$ cat src/rtl/hazard_ctrl_unit.sv
// hazard_ctrl_unit: pipeline sequencing controller for IF, IF/ID and ID/EX.
// Resolves data-memory wait states, taken branches, load-use hazards and HALT
// into PC / IF/ID enables, an IF/ID flush and an ID/EX bubble, and keeps
// saturating stall and flush cycle counters.
module hazard_ctrl_unit #(
  parameter int REG_W        = 5,
  parameter int FLUSH_CYCLES = 1,
  parameter int CNT_W        = 16
) (
  input  logic             clk,
  input  logic             rst,
  input  logic [REG_W-1:0] ID_Rs,
  input  logic [REG_W-1:0] ID_Rt,
  input  logic             EX_MemRead,
  input  logic [REG_W-1:0] EX_RegRd,
  input  logic             BranchTaken,
  input  logic             DM_Busy,
  input  logic             Halt_Req,
  output logic             PC_WriteEnable,
  output logic             IF_ID_WriteEnable,
  output logic             IF_ID_Flush,
  output logic             ID_EX_Bubble,
  output logic             Halted,
  output logic [CNT_W-1:0] StallCount,
  output logic [CNT_W-1:0] FlushCount
);

  typedef enum logic [1:0] {RUN, FLUSH, HALT} state_t;

  // Remaining flush cycles loaded when a branch opens a multi-cycle flush window.
  localparam logic [3:0] FLUSH_INIT = 4'(FLUSH_CYCLES - 1);

  state_t     state;
  logic [3:0] flush_left;
  logic       load_use;
  logic       stall_inc;
  logic       flush_inc;

  assign load_use = EX_MemRead && (EX_RegRd != '0) &&
                    ((EX_RegRd == ID_Rs) || (EX_RegRd == ID_Rt));

  // Decode the control outputs for the current cycle; everything is forced low while in reset.
  always_comb begin
    PC_WriteEnable    = 1'b0;
    IF_ID_WriteEnable = 1'b0;
    IF_ID_Flush       = 1'b0;
    ID_EX_Bubble      = 1'b0;
    Halted            = 1'b0;
    stall_inc         = 1'b0;
    flush_inc         = 1'b0;
    if (!rst) begin
      unique case (state)
        RUN: begin
          if (DM_Busy) begin
            stall_inc = 1'b1;
          end else if (BranchTaken) begin
            PC_WriteEnable    = 1'b1;
            IF_ID_WriteEnable = 1'b1;
            IF_ID_Flush       = 1'b1;
            ID_EX_Bubble      = 1'b1;
            flush_inc         = 1'b1;
          end else if (load_use) begin
            ID_EX_Bubble = 1'b1;
            stall_inc    = 1'b1;
          end else if (Halt_Req) begin
            ID_EX_Bubble = 1'b1;
          end else begin
            PC_WriteEnable    = 1'b1;
            IF_ID_WriteEnable = 1'b1;
          end
        end
        FLUSH: begin
          if (DM_Busy) begin
            stall_inc = 1'b1;
          end else begin
            PC_WriteEnable    = 1'b1;
            IF_ID_WriteEnable = 1'b1;
            IF_ID_Flush       = 1'b1;
            ID_EX_Bubble      = 1'b1;
            flush_inc         = 1'b1;
          end
        end
        HALT: begin
          ID_EX_Bubble = 1'b1;
          Halted       = 1'b1;
        end
        default: ;
      endcase
    end
  end

  // Sequencer state and flush countdown; a frozen (DM_Busy) cycle leaves both untouched.
  always_ff @(posedge clk or posedge rst) begin
    if (rst) begin
      state      <= RUN;
      flush_left <= 4'd0;
    end else begin
      unique case (state)
        RUN: begin
          if (!DM_Busy) begin
            if (BranchTaken) begin
              if (FLUSH_CYCLES > 1) begin
                state      <= FLUSH;
                flush_left <= FLUSH_INIT;
              end
            end else if (!load_use && Halt_Req) begin
              state <= HALT;
            end
          end
        end
        FLUSH: begin
          if (!DM_Busy) begin
            flush_left <= flush_left - 4'd1;
            if (flush_left == 4'd1) begin
              state <= RUN;
            end
          end
        end
        HALT: state <= HALT;
        default: state <= RUN;
      endcase
    end
  end

  // Saturating performance counters; they stick at all-ones instead of wrapping.
  always_ff @(posedge clk or posedge rst) begin
    if (rst) begin
      StallCount <= '0;
      FlushCount <= '0;
    end else begin
      if (stall_inc && (StallCount != '1)) begin
        StallCount <= StallCount + CNT_W'(1);
      end
      if (flush_inc && (FlushCount != '1)) begin
        FlushCount <= FlushCount + CNT_W'(1);
      end
    end
  end

endmodule

$ cat config.mk
export PLATFORM = sky130hd
export DESIGN_NAME = hazard_ctrl_unit
export DESIGN_NICKNAME = d
export VERILOG_FILES = /design/src/rtl/hazard_ctrl_unit.sv
export SDC_FILE = /design/constraint.sdc
export NUM_CORES = 1
export LEC_CHECK = 0
export ABC_CLOCK_PERIOD_IN_PS = 1900
export CAP_MARGIN = 20
export CORE_MARGIN = 4
export CORE_UTILIZATION = 41
export CTS_CLUSTER_DIAMETER = 120
export DETAILED_ROUTE_END_ITERATION = 8
export GPL_TIMING_DRIVEN = 1
export PLACE_DENSITY_LB_ADDON = 0.25
export SYNTH_ARGS = -nofsm -noshare
export SYNTH_HDL_FRONTEND = slang
export SYNTH_SLANG_ARGS = --single-unit
$ cat constraint.sdc
create_clock -name clk -period 1.9 [get_ports clk]
set_input_delay 0.475 -clock clk [delete_from_list [all_inputs] [get_ports clk]]
set_output_delay 0.475 -clock clk [all_outputs]
set_load 0.02 [all_outputs]
-- Word level (Yosys, flattened, before mapping)
Cells that the tools add are included.
- bits of input ports: 21
- flip-flop bits (word level): 38
- multiplexer cells: 31
- equal/unequal tests: 12
- $add $sub $neg: 3
- reduce and logical (&&, ||, !) cells: 11
- bitwise gates (word level): 1
- operators by type and width (cell ; number):
    $add 16x1->16 const B ; 2
    $ne 16x16->1 const B ; 2
    $mux 1 ; 21
    $eq 5x5->1 ; 2
    $mux 2 ; 5
    $ne 2x2->1 const B ; 5
    $pmux 1 s2 ; 3
    $pmux 2 s3 ; 1
    $logic_and 1x1->1 ; 5
    $reduce_and 5->1 ; 1
    $reduce_bool 5->1 ; 1
    $eq 4x1->1 const B ; 1
    $sub 4x1->4 const B ; 1
    $pmux 1 s3 ; 1
    $eq 2x1->1 const B ; 1
    $eq 2x2->1 const B ; 1
    $logic_not 2->1 ; 1
    $reduce_and 2->1 ; 1
    $logic_not 1->1 ; 1
    $logic_or 1x1->1 ; 1
    $not 1->1 ; 1

-- Logic depth before layout (Yosys ltp)
Gate-level depths: netlist (run 1).
- depth in word-level cells: 9
- mapped depth: 8
- mapped depth without buffers: 7

-- Least setup slack after synthesis (run 1)
OpenSTA, ideal clock, no wires.
- kind: input to output
- from: input port EX_RegRd[1]
- to: output port PC_WriteEnable
- data required time: 1.425 ns
- arrival time: 1.729 ns
- stages: 6
- buffers on the path: 1
- slack: -0.304 ns
- cell sequence: or4_1 > o21ai_0 > nor2_1 > nor2_1 > o21a_1 > buf_4
- longest elaborated chain between the ends: 8
- elaborated cells between the ends (all ways): 11
- those cells by class: eq/ne: 2; mux: 5; reduce/logical: 4
- ends and longest elaborated chain (item ; line ; RTL):
    from (decl) ; 15 ; input logic [REG_W-1:0] EX_RegRd,
    $eq 5x5->1 or $reduce_bool 5->1 (tied branches) ; 40, 39 ;
    $logic_or 1x1->1 or $logic_and 1x1->1 (tied branches) ; 40, 39 ;
    $logic_and 1x1->1 (*) ; 39 ; assign load_use = EX_MemRead && (EX_RegRd != '0) &&
    $mux 1 (*) (3 in a row) ; -- ;
    $pmux 1 s2 (*) ; -- ;
    $mux 1 (*) ; -- ;
    to (decl) ; 19 ; output logic PC_WriteEnable,
Every way passes the cells marked *; elsewhere a longest branch is shown, timed or not.

-- Worst setup path in the final report (run 1)
- from: input port EX_RegRd[2]
- to: output port ID_EX_Bubble
- longest elaborated chain between the ends: 8
- elaborated cells between the ends (all ways): 11
- those cells by class: eq/ne: 2; mux: 5; reduce/logical: 4
- ends and longest elaborated chain (item ; line ; RTL):
    $eq 5x5->1 or $reduce_bool 5->1 (tied branches) ; 40, 39 ;
    $logic_or 1x1->1 or $logic_and 1x1->1 (tied branches) ; 40, 39 ;
    $logic_and 1x1->1 (*) ; 39 ;
    $mux 1 (*) ; 62 ; end else if (load_use) begin
    $mux 1 (*) ; 56 ; end else if (BranchTaken) begin
    $mux 1 (*) ; 54 ; if (DM_Busy) begin
    $pmux 1 s3 (*) ; 52 ; unique case (state)
    $mux 1 (*) ; 51 ; if (!rst) begin
    to (decl) ; 22 ; output logic ID_EX_Bubble,
Marked as above.

==> results of run 1 <==
## stage by stage
step	setup TNS [ns]	cell area (um2)	std cells
floorplan	-0.4819	1744	174
global placement	-17.33	2655	319
detailed placement	-18.79	2655	319
CTS	-0.8560	2861	331
global route	-1.205	2908	331
finish	-0.8296	2908	331
## worst register-to-register path, cell delays in order (launching register included)
cell	delay (ns)
sky130_fd_sc_hd__dfrtp_2	0.40
sky130_fd_sc_hd__ha_2	0.19
sky130_fd_sc_hd__nand4_1	0.16
sky130_fd_sc_hd__nor4_4	0.08
sky130_fd_sc_hd__or2_1	0.22
sky130_fd_sc_hd__o21ba_4	0.23
sky130_fd_sc_hd__buf_6	0.14
sky130_fd_sc_hd__nand4b_1	0.19
sky130_fd_sc_hd__xnor2_1	0.15
## sequential cells by signal, indices dropped and copies added, names as in the netlist
signal	flops
state	1
StallCount	16
FlushCount	16
## timing repair
action	4_1_cts	5_1_grt
setup endpoints to repair	32	27
pin swaps	28	8
gates resized for setup	87	21
setup buffers	5	1
## metal layers
layer | global-route usage, % | vias to the layer above
met4 | 8.402 | 0
met3 | 4.132 | 9
met2 | 30.19 | 48
met5 | 0 | -
met1 | 21.75 | 777
li1 | - | 815
## kinds of logic (layout without fill, tap and decap cells)
group	count (synthesis)	count (layout)	synth area share (%)
muxes	2	2	1.299
buffers and inverters	6	113	1.948
DFF	33	33	47.62
and+or+nand+nor	81	81	23.96
adders and majority gates	2	2	1.443
xor gates and xnor gates	37	37	18.69
AOI/OAI and AO/OA	13	13	5.051
## final timing paths
| path | start | end | slack (ns) | cells past startpoint |
|---|---|---|---|---|
| max | EX_RegRd[2] | ID_EX_Bubble | -0.31 | 7 |
| max reg2reg | StallCount[0]$_DFFE_PP0P_ | StallCount[14]$_DFFE_PP0P_ | 0.02 | 8 |
| max in group asynchronous | rst | state[1]$_DFFE_PP0P_ | 0.98 | 5 |
| min reg2reg | FlushCount[6]$_DFFE_PP0P_ | FlushCount[6]$_DFFE_PP0P_ | 0.49 | 1 |
| min | FlushCount[6]$_DFFE_PP0P_ | FlushCount[6]$_DFFE_PP0P_ | 0.49 | 1 |
| min in group asynchronous | rst | StallCount[9]$_DFFE_PP0P_ | 0.58 | 5 |
## placed cells by master, fill, tap and decap left out, types with 2 or more instances in the layout
cell,count
sky130_fd_sc_hd__clkbuf_8,6
sky130_fd_sc_hd__nand2b_1,3
sky130_fd_sc_hd__a31oi_1,2
sky130_fd_sc_hd__a21oi_1,2
sky130_fd_sc_hd__clkdlybuf4s50_1,30
sky130_fd_sc_hd__clkbuf_2,4
sky130_fd_sc_hd__nand3_1,10
sky130_fd_sc_hd__mux2_2,2
sky130_fd_sc_hd__and3_1,2
sky130_fd_sc_hd__dlygate4sd2_1,7
sky130_fd_sc_hd__buf_4,41
sky130_fd_sc_hd__nor2_2,3
sky130_fd_sc_hd__dfrtp_2,2
sky130_fd_sc_hd__nor2_1,20
sky130_fd_sc_hd__dfrtp_1,31
sky130_fd_sc_hd__xor2_2,2
sky130_fd_sc_hd__nor3_4,3
sky130_fd_sc_hd__and4_1,3
sky130_fd_sc_hd__nor3_2,3
sky130_fd_sc_hd__nand4_1,10
sky130_fd_sc_hd__xor2_1,21
sky130_fd_sc_hd__dlymetal6s2s_1,3
sky130_fd_sc_hd__nand2_1,13
sky130_fd_sc_hd__buf_2,5
sky130_fd_sc_hd__clkdlybuf4s15_1,2
sky130_fd_sc_hd__xnor2_1,14
sky130_fd_sc_hd__buf_6,9
sky130_fd_sc_hd__inv_1,3
## cell type report
type | count | share of cell area (%)
clock buffer | 7 | 2.969
clock inverter | 1 | 1.033
inverter | 4 | 0.5164
multi-input combinational | 135 | 34.81
sequential | 33 | 28.49
tap | 50 | 2.151
timing repair buffer | 101 | 30.03
## power by group through the flow
stage | clock network [uW] | logic [uW] | registers, uW
2_1_floorplan | 0 | 120 | 915
3_3_place_gp | 0 | 503 | 823
3_5_place_dp | 0 | 517 | 825
4_1_cts | 687 | 522 | 813
5_1_grt | 719 | 566 | 820
6_report | 675 | 525 | 813
==> Implementation_results.wiki, run 1 <==
{| class="wikitable"
! Metric !! Value
|-
| Series of cell instances along the critical path || buf_6, or4_4, o21ai_2, nor2_2, o31ai_1, nand2b_1, buf_6
|-
| Global-route wire length before repair || ~7.4 mm
|-
| Cell taking the most area after synthesis || sky130_fd_sc_hd__dfrtp_1
|-
| Synth Cell Area || 1734 um2
|-
| Worst slack at placement || -1.105 ns
|-
| Cell types occupying the most area after synthesis || sky130_fd_sc_hd__dfrtp_1 (48%), sky130_fd_sc_hd__xor2_1 (12%), sky130_fd_sc_hd__xnor2_1 (7.1%)
|-
| Relative contribution of the clock network to total power || ~34%
|-
| Worst Setup End Kind || output pin
|-
| Via count || ~1,600
|-
| Ports || 58
|-
| Worst Hold Margin || about 0.49 ns
|-
| Antenna-violating nets left || 0
|-
| Synth cell count leaders || sky130_fd_sc_hd__dfrtp_1 (33), sky130_fd_sc_hd__nor2_1 (23), sky130_fd_sc_hd__xor2_1 (23)
|-
| CTS H-tree depth || 2
|-
| Std cell rows || 23
|-
| Antenna Cells || 0
|-
| Final core utilization || a little under three quarters
|-
| Library cell contributing the largest single delay on the critical path || sky130_fd_sc_hd__or4_4
|-
| Via density || around 5.0
|-
| Port Buf Inserts || 57
|-
| Final Hold Viols || 0
|-
| Cell occurring most often along the worst timing path || sky130_fd_sc_hd__buf_6
|-
| Combinational Power Share || 26.1%
|-
| Fraction of synthesized cell area taken by the top area cell type || between 40% and 50%
|-
| Violations in the final reports || setup timing
|-
| DR pass1 iterations || 4
|-
| Internal power consumption || 1464 uW
|-
| Layout Nets || 303
|-
| Share of layout cells above drive strength 1 || 33.10%
|-
| Critical path class || in2out
|-
| Fraction of the cycle the final worst path needs || 116.4%
|-
| Number of storage elements in the synthesis netlist || 33
|-
| Die H || 73.04 um
|-
| Power Dens Cells || roughly 690 nW/um2
|-
| Die Footprint || around 5300 um2
|-
| Number of violations of the max-capacitance limit || 0
|-
| Dpl hpwl || 3.363 mm
|-
| DR WL met3 || ~240 um
|-
| Final worst clock skew || between 0.01 and 0.015 ns
|-
| Initial antenna violation count || 0
|-
| Syn Inst Count || 174
|-
| Final setup violation count || 4
|-
| Horizontal extent of the die || about 73 um
|-
| Switching power of the nets || around 550 uW
|-
| Synth Area per Inst || ~10 um2
|-
| Combined area of the multi-input logic cells || 1012 um2
|-
| Overall power || 2013 uW
|-
| Fillcell total || 314
|-
| CTS Root Buffer Type || sky130_fd_sc_hd__clkbuf_8
|-
| Final critical-path required period || 2.211 ns
|-
| Number of buffers inserted by hold repair at cts || 0
|-
| CTS buffer count || 5
|-
| Post-synth EDFFs || 0
|-
| Top fanout value on the critical path || 3
|-
| Leak || 0.001434 uW
|-
| Number of different library cells in the post-synthesis netlist || 34
|-
| Starting density of the core || 42.74%
|-
| Result of the run || finished, violations left
|-
| Count leader, synth || sky130_fd_sc_hd__dfrtp_1
|-
| Share of synthesized area occupied by flip-flops and latches || a little under half
|-
| Setup repair after global routing missed its margin || true
|-
| Category of the worst setup path launch point || input port
|-
| Fin. max-slew vios || 0
|-
| CP Data Arrival Time || 1.74 ns
|-
| Number of remaining DRC errors || 0
|-
| Final critical-path setup slack || -0.3114 ns
|-
| Met2 WL post-DR || 2.163 mm
|-
| Classification of the worst-slack hold path || reg2reg
|-
| Asr flop ratio synth || 100.0%
|-
| Area of all sequential standard cells || 828.3 um2
|-
| Required time worst endpoint || 1.42 ns
|-
| Worst slew slack as a fraction of its limit || 79.22%
|-
| Net count after synthesis || 197
|-
| Predominant post-synthesis flop cell || sky130_fd_sc_hd__dfrtp_1
|-
| Synth-to-layout area growth || 67.68%
|-
| Worst-skew pair later-pin latency || 0.28 ns
|-
| Highest attainable clock frequency || 0.4522 GHz
|-
| Vias in the first global route || about 1,700
|-
| Number of design-rule violations left by the first detailed-router iteration || 66
|-
| Crit-path max cell delay || 0.53 ns
|-
| Final Wtd Congestion || about 0.84
|-
| Routed length per placed instance || 13.37 um
|-
| Maximum number of pins on one net before global-route repair || 25
|-
| Global route total overflow || 0
|-
| Global router's overall resource usage || between 10% and 20%
|-
| Portion of total power attributed to sequential cells || 40.4%
|-
| Count of clock tree sinks || 33
|-
| Largest delay share family, worst path || simple AND/OR/NAND/NOR gates
|-
| Sum of routed wire length over all layers || around 4.4 mm
|-
| Met1 layer wirelength in the final routing || 1.917 mm
|-
| Count of buffering cells on the critical path with inverters included || 2
|-
| Fraction of power spent switching nets || a little over a quarter
|-
| Slew at the pin closest to its max-slew limit || roughly 0.31 ns
|-
| Clock-pin slew on the worst setup and hold paths || 0.07 ns
|-
| Worst vdd rail ir drop || 0.3417 mV
|-
| Clock tree from TritonCTS || built
|-
| Longest Clk Path Bufs || 2
|-
| DR top layer || met4
|-
| Number of warnings issued by yosys || 0
|-
| Core Area || 4058 um2
|}
No activity file was read; power rests on OpenSTA's default activity.
==> run 2, diff against run 1 <==
--- a/config.mk
+++ b/config.mk
@@ -10,9 +10,11 @@
 export CORE_MARGIN = 4
 export CORE_UTILIZATION = 41
 export CTS_CLUSTER_DIAMETER = 120
+export CTS_CLUSTER_SIZE = 24
 export DETAILED_ROUTE_END_ITERATION = 8
 export GPL_TIMING_DRIVEN = 1
 export PLACE_DENSITY_LB_ADDON = 0.25
+export SETUP_SLACK_MARGIN = 0.15
 export SYNTH_ARGS = -nofsm -noshare
 export SYNTH_HDL_FRONTEND = slang
 export SYNTH_SLANG_ARGS = --single-unit
==> constraint.sdc (replaced) <==
create_clock -name clk -period 1.9 [get_ports clk]
set_input_delay 0.19 -clock clk [delete_from_list [all_inputs] [get_ports clk]]
set_output_delay 0.19 -clock clk [all_outputs]
set_load 0.02 [all_outputs]
==> Implementation_results.wiki, run 2 (same netlist as run 1, synthesis figures left out) <==
{| class="wikitable"
! Metric !! Value
|-
| Result of the run || complete, no violations
|-
| Initial antenna violation count || 0
|-
| Worst setup path start || StallCount[0]$_DFFE_PP0P_
|-
| Count of buffering cells on the critical path with inverters included || 1
|-
| Met3 layer usage reported by global route || 5.234%
|-
| Highest attainable clock frequency || ~0.55 GHz
|-
| Worst Hold Margin || 0.4579 ns
|-
| Via density || 4.994
|-
| Number of design-rule violations left by the first detailed-router iteration || 76
|-
| Largest delay share family, worst path || simple AND/OR/NAND/NOR gates
|-
| Top Registers || FlushCount: 16 flops, StallCount: 16 flops, state: 1 flops
|-
| Switching power of the nets || around 570 uW
|-
| Series of cell instances along the critical path || ha_4, nand4_1, nor4_2, or2_1, o21ba_4, buf_6, nand4b_1, xnor2_1
|-
| Leak || 0.001328 uW
|-
| Final Wtd Congestion || 0.8084
|-
| Layout Nets || 297
|-
| Starting density of the core || 42.74%
|-
| Top fanout value on the critical path || 7
|-
| Maximum number of pins on one net before global-route repair || 34
|-
| Crit-path max cell delay || around 0.43 ns
|-
| DR pass1 iterations || 4
|-
| Classification of the worst-slack hold path || in2reg
|-
| Slew at the pin closest to its max-slew limit || 0.4131 ns
|-
| Horizontal extent of the die || between 70 and 80 um
|-
| Relative contribution of the clock network to total power || 30.9%
|-
| Fraction of the cycle the final worst path needs || 96.34%
|-
| Library cell contributing the largest single delay on the critical path || sky130_fd_sc_hd__dfrtp_2
|-
| Worst-skew pair later-pin latency || 0.29 ns
|-
| Ports || between 50 and 60
|-
| Power Dens Cells || 664.7 nW/um2
|-
| CTS Root Buffer Type || sky130_fd_sc_hd__clkbuf_8
|-
| Clock tree from TritonCTS || built
|-
| Critical path class || reg2reg
|-
| Final critical-path required period || between 1.5 and 2 ns
|-
| Grt met1 use || 22.50%
|-
| Longest Clk Path Bufs || 2
|-
| Global router's overall resource usage || 18.52%
|-
| Worst Setup End Kind || register
|-
| Global-route wire length before repair || 7.541 mm
|-
| Antenna Cells || 0
|-
| Combinational Power Share || a little over a quarter
|-
| Flop2flop setup slack || 0.07 ns
|-
| Die H || 73.04 um
|-
| Global route total overflow || 0
|-
| Most common cell after layout, fill and taps aside || sky130_fd_sc_hd__clkdlybuf4s50_1
|-
| Number of violations of the max-capacitance limit || 0
|-
| Endpoint of the most critical setup path || StallCount[14]$_DFFE_PP0P_
|-
| Reg2reg path depth || 8
|-
| Category of the worst setup path launch point || register
|-
| Portion of total power attributed to sequential cells || 42.9%
|-
| Port Buf Inserts || between 50 and 60
|-
| Core Area || slightly above 4000 um2
|-
| Worst r2r src || StallCount[0]$_DFFE_PP0P_
|-
| Post-DP Area || 2581 um2
|-
| Final Hold Viols || 0
|-
| Internal power consumption || 1363 uW
|-
| Synth-to-layout area growth || 67.68%
|-
| Number of remaining DRC errors || 0
|-
| Fin. max-slew vios || 0
|-
| Count of clock tree sinks || 33
|-
| GRT Max-Usage Layer || met2
|-
| Routed length per placed instance || roughly 15 um
|-
| Dpl hpwl || 3.260 mm
|-
| Antenna-violating nets left || 0
|-
| Hold Path Depth || 5
|-
| CP Data Arrival Time || 2.01 ns
|-
| Final setup violation count || 0
|-
| Die Footprint || approximately 5300 um2
|-
| Fraction of power spent switching nets || 29.48%
|-
| Overall power || 1933 uW
|-
| Global Route met2 Usage || a little under a third
|-
| Sum of routed wire length over all layers || 4.787 mm
|-
| Std cell rows || 23
|-
| Required time worst endpoint || 2.08 ns
|-
| Final worst clock skew || 0.005930 ns
|-
| Share of layout cells above drive strength 1 || 33.09%
|-
| Most used cells in the layout excluding fill and tap cells || sky130_fd_sc_hd__clkdlybuf4s50_1 (37), sky130_fd_sc_hd__buf_4 (34), sky130_fd_sc_hd__dfrtp_1 (30)
|-
| Worst slew slack as a fraction of its limit || 72.46%
|-
| Clock-pin slew on the worst setup and hold paths || 0.07 ns
|-
| Worst reg2reg path endpoint || StallCount[14]$_DFFE_PP0P_
|-
| CTS H-tree depth || 2
|-
| Post-route design area || 2908 um2
|-
| Worst vdd rail ir drop || between 0.6 and 0.7 mV
|-
| Via count || between 1,500 and 2,000
|-
| Setup repair after global routing missed its margin || true
|-
| Worst path depth || 8
|-
| Vias in the first global route || 1,606
|-
| Number of buffers inserted by hold repair at cts || 0
|-
| CTS buffer count || 5
|}
## run 2: layout make-up
| type | count | area (um2) |
|---|---|---|
| Fill cell | 312 | 1150 |
| Multi-Input combinational cell | 135 | 1061 |
| Timing Repair Buffer | 95 | 838.3 |
| Sequential cell | 33 | 829.5 |
| Clock buffer | 7 | 96.34 |
| Tap cell | 50 | 62.56 |
| Inverter | 4 | 15.01 |
| Clock inverter | 1 | 5.005 |
## run 2: how the worst min path moves through the flow
| stage | startpoint | endpoint |
|---|---|---|
| finish | EX_RegRd[2] | state[1]$_DFFE_PP0P_ |
| global placement | StallCount[10]$_DFFE_PP0P_ | StallCount[10]$_DFFE_PP0P_ |
| floorplan | rst | FlushCount[0]$_DFFE_PP0P_ |
| CTS | EX_RegRd[2] | state[1]$_DFFE_PP0P_ |
| global route | EX_RegRd[2] | state[1]$_DFFE_PP0P_ |
| detailed placement | StallCount[10]$_DFFE_PP0P_ | StallCount[10]$_DFFE_PP0P_ |
## run 2: power by group through the flow
| stage | Combinational, uW | Sequential [uW] | Clock (uW) |
|---|---|---|---|
| 5_1_grt | 551 | 836 | 641 |
| 6_report | 505 | 830 | 598 |
| 3_3_place_gp | 438 | 854 | 0 |
| 3_5_place_dp | 443 | 854 | 0 |
| 4_1_cts | 486 | 830 | 599 |
| 2_1_floorplan | 131 | 927 | 0 |
## run 2: layer usage
metal  up-vias  part of all wire, %  routed length [um]
met4         0                  1.4                  65
met3         7                  4.1                 198
met1       779                   43                2035
met2        39                   52                2488
li1        798                    -                   -
met5         -                    0                   0
## run 2: worst reg2reg max path: stages, from the launching register on
cell and delay, ns:
sky130_fd_sc_hd__dfrtp_2 0.43, sky130_fd_sc_hd__ha_4 0.17, sky130_fd_sc_hd__nand4_1 0.12, sky130_fd_sc_hd__nor4_2 0.07, sky130_fd_sc_hd__or2_1 0.24, sky130_fd_sc_hd__o21ba_4 0.26, sky130_fd_sc_hd__buf_6 0.12, sky130_fd_sc_hd__nand4b_1 0.18
sky130_fd_sc_hd__xnor2_1 0.15
## run 2: metrics by stage
stage          util, %  setup slack [ns]  TNS [ns]  cells
6_report         71.66           0.06948         0    325
3_3_place_gp     63.61           -0.6103    -6.067    302
3_5_place_dp     63.61           -0.6591    -7.248    302
4_1_cts          67.10            0.1002         0    315
5_1_grt          71.66          -0.01049  -0.03213    325
2_1_floorplan        -           0.08124         0    174
## run 2: what timing repair did
action,in CTS,in global routing
gates resized for setup,54,28
pin swaps,20,18
setup endpoints to repair,23,30
setup buffers,5,10
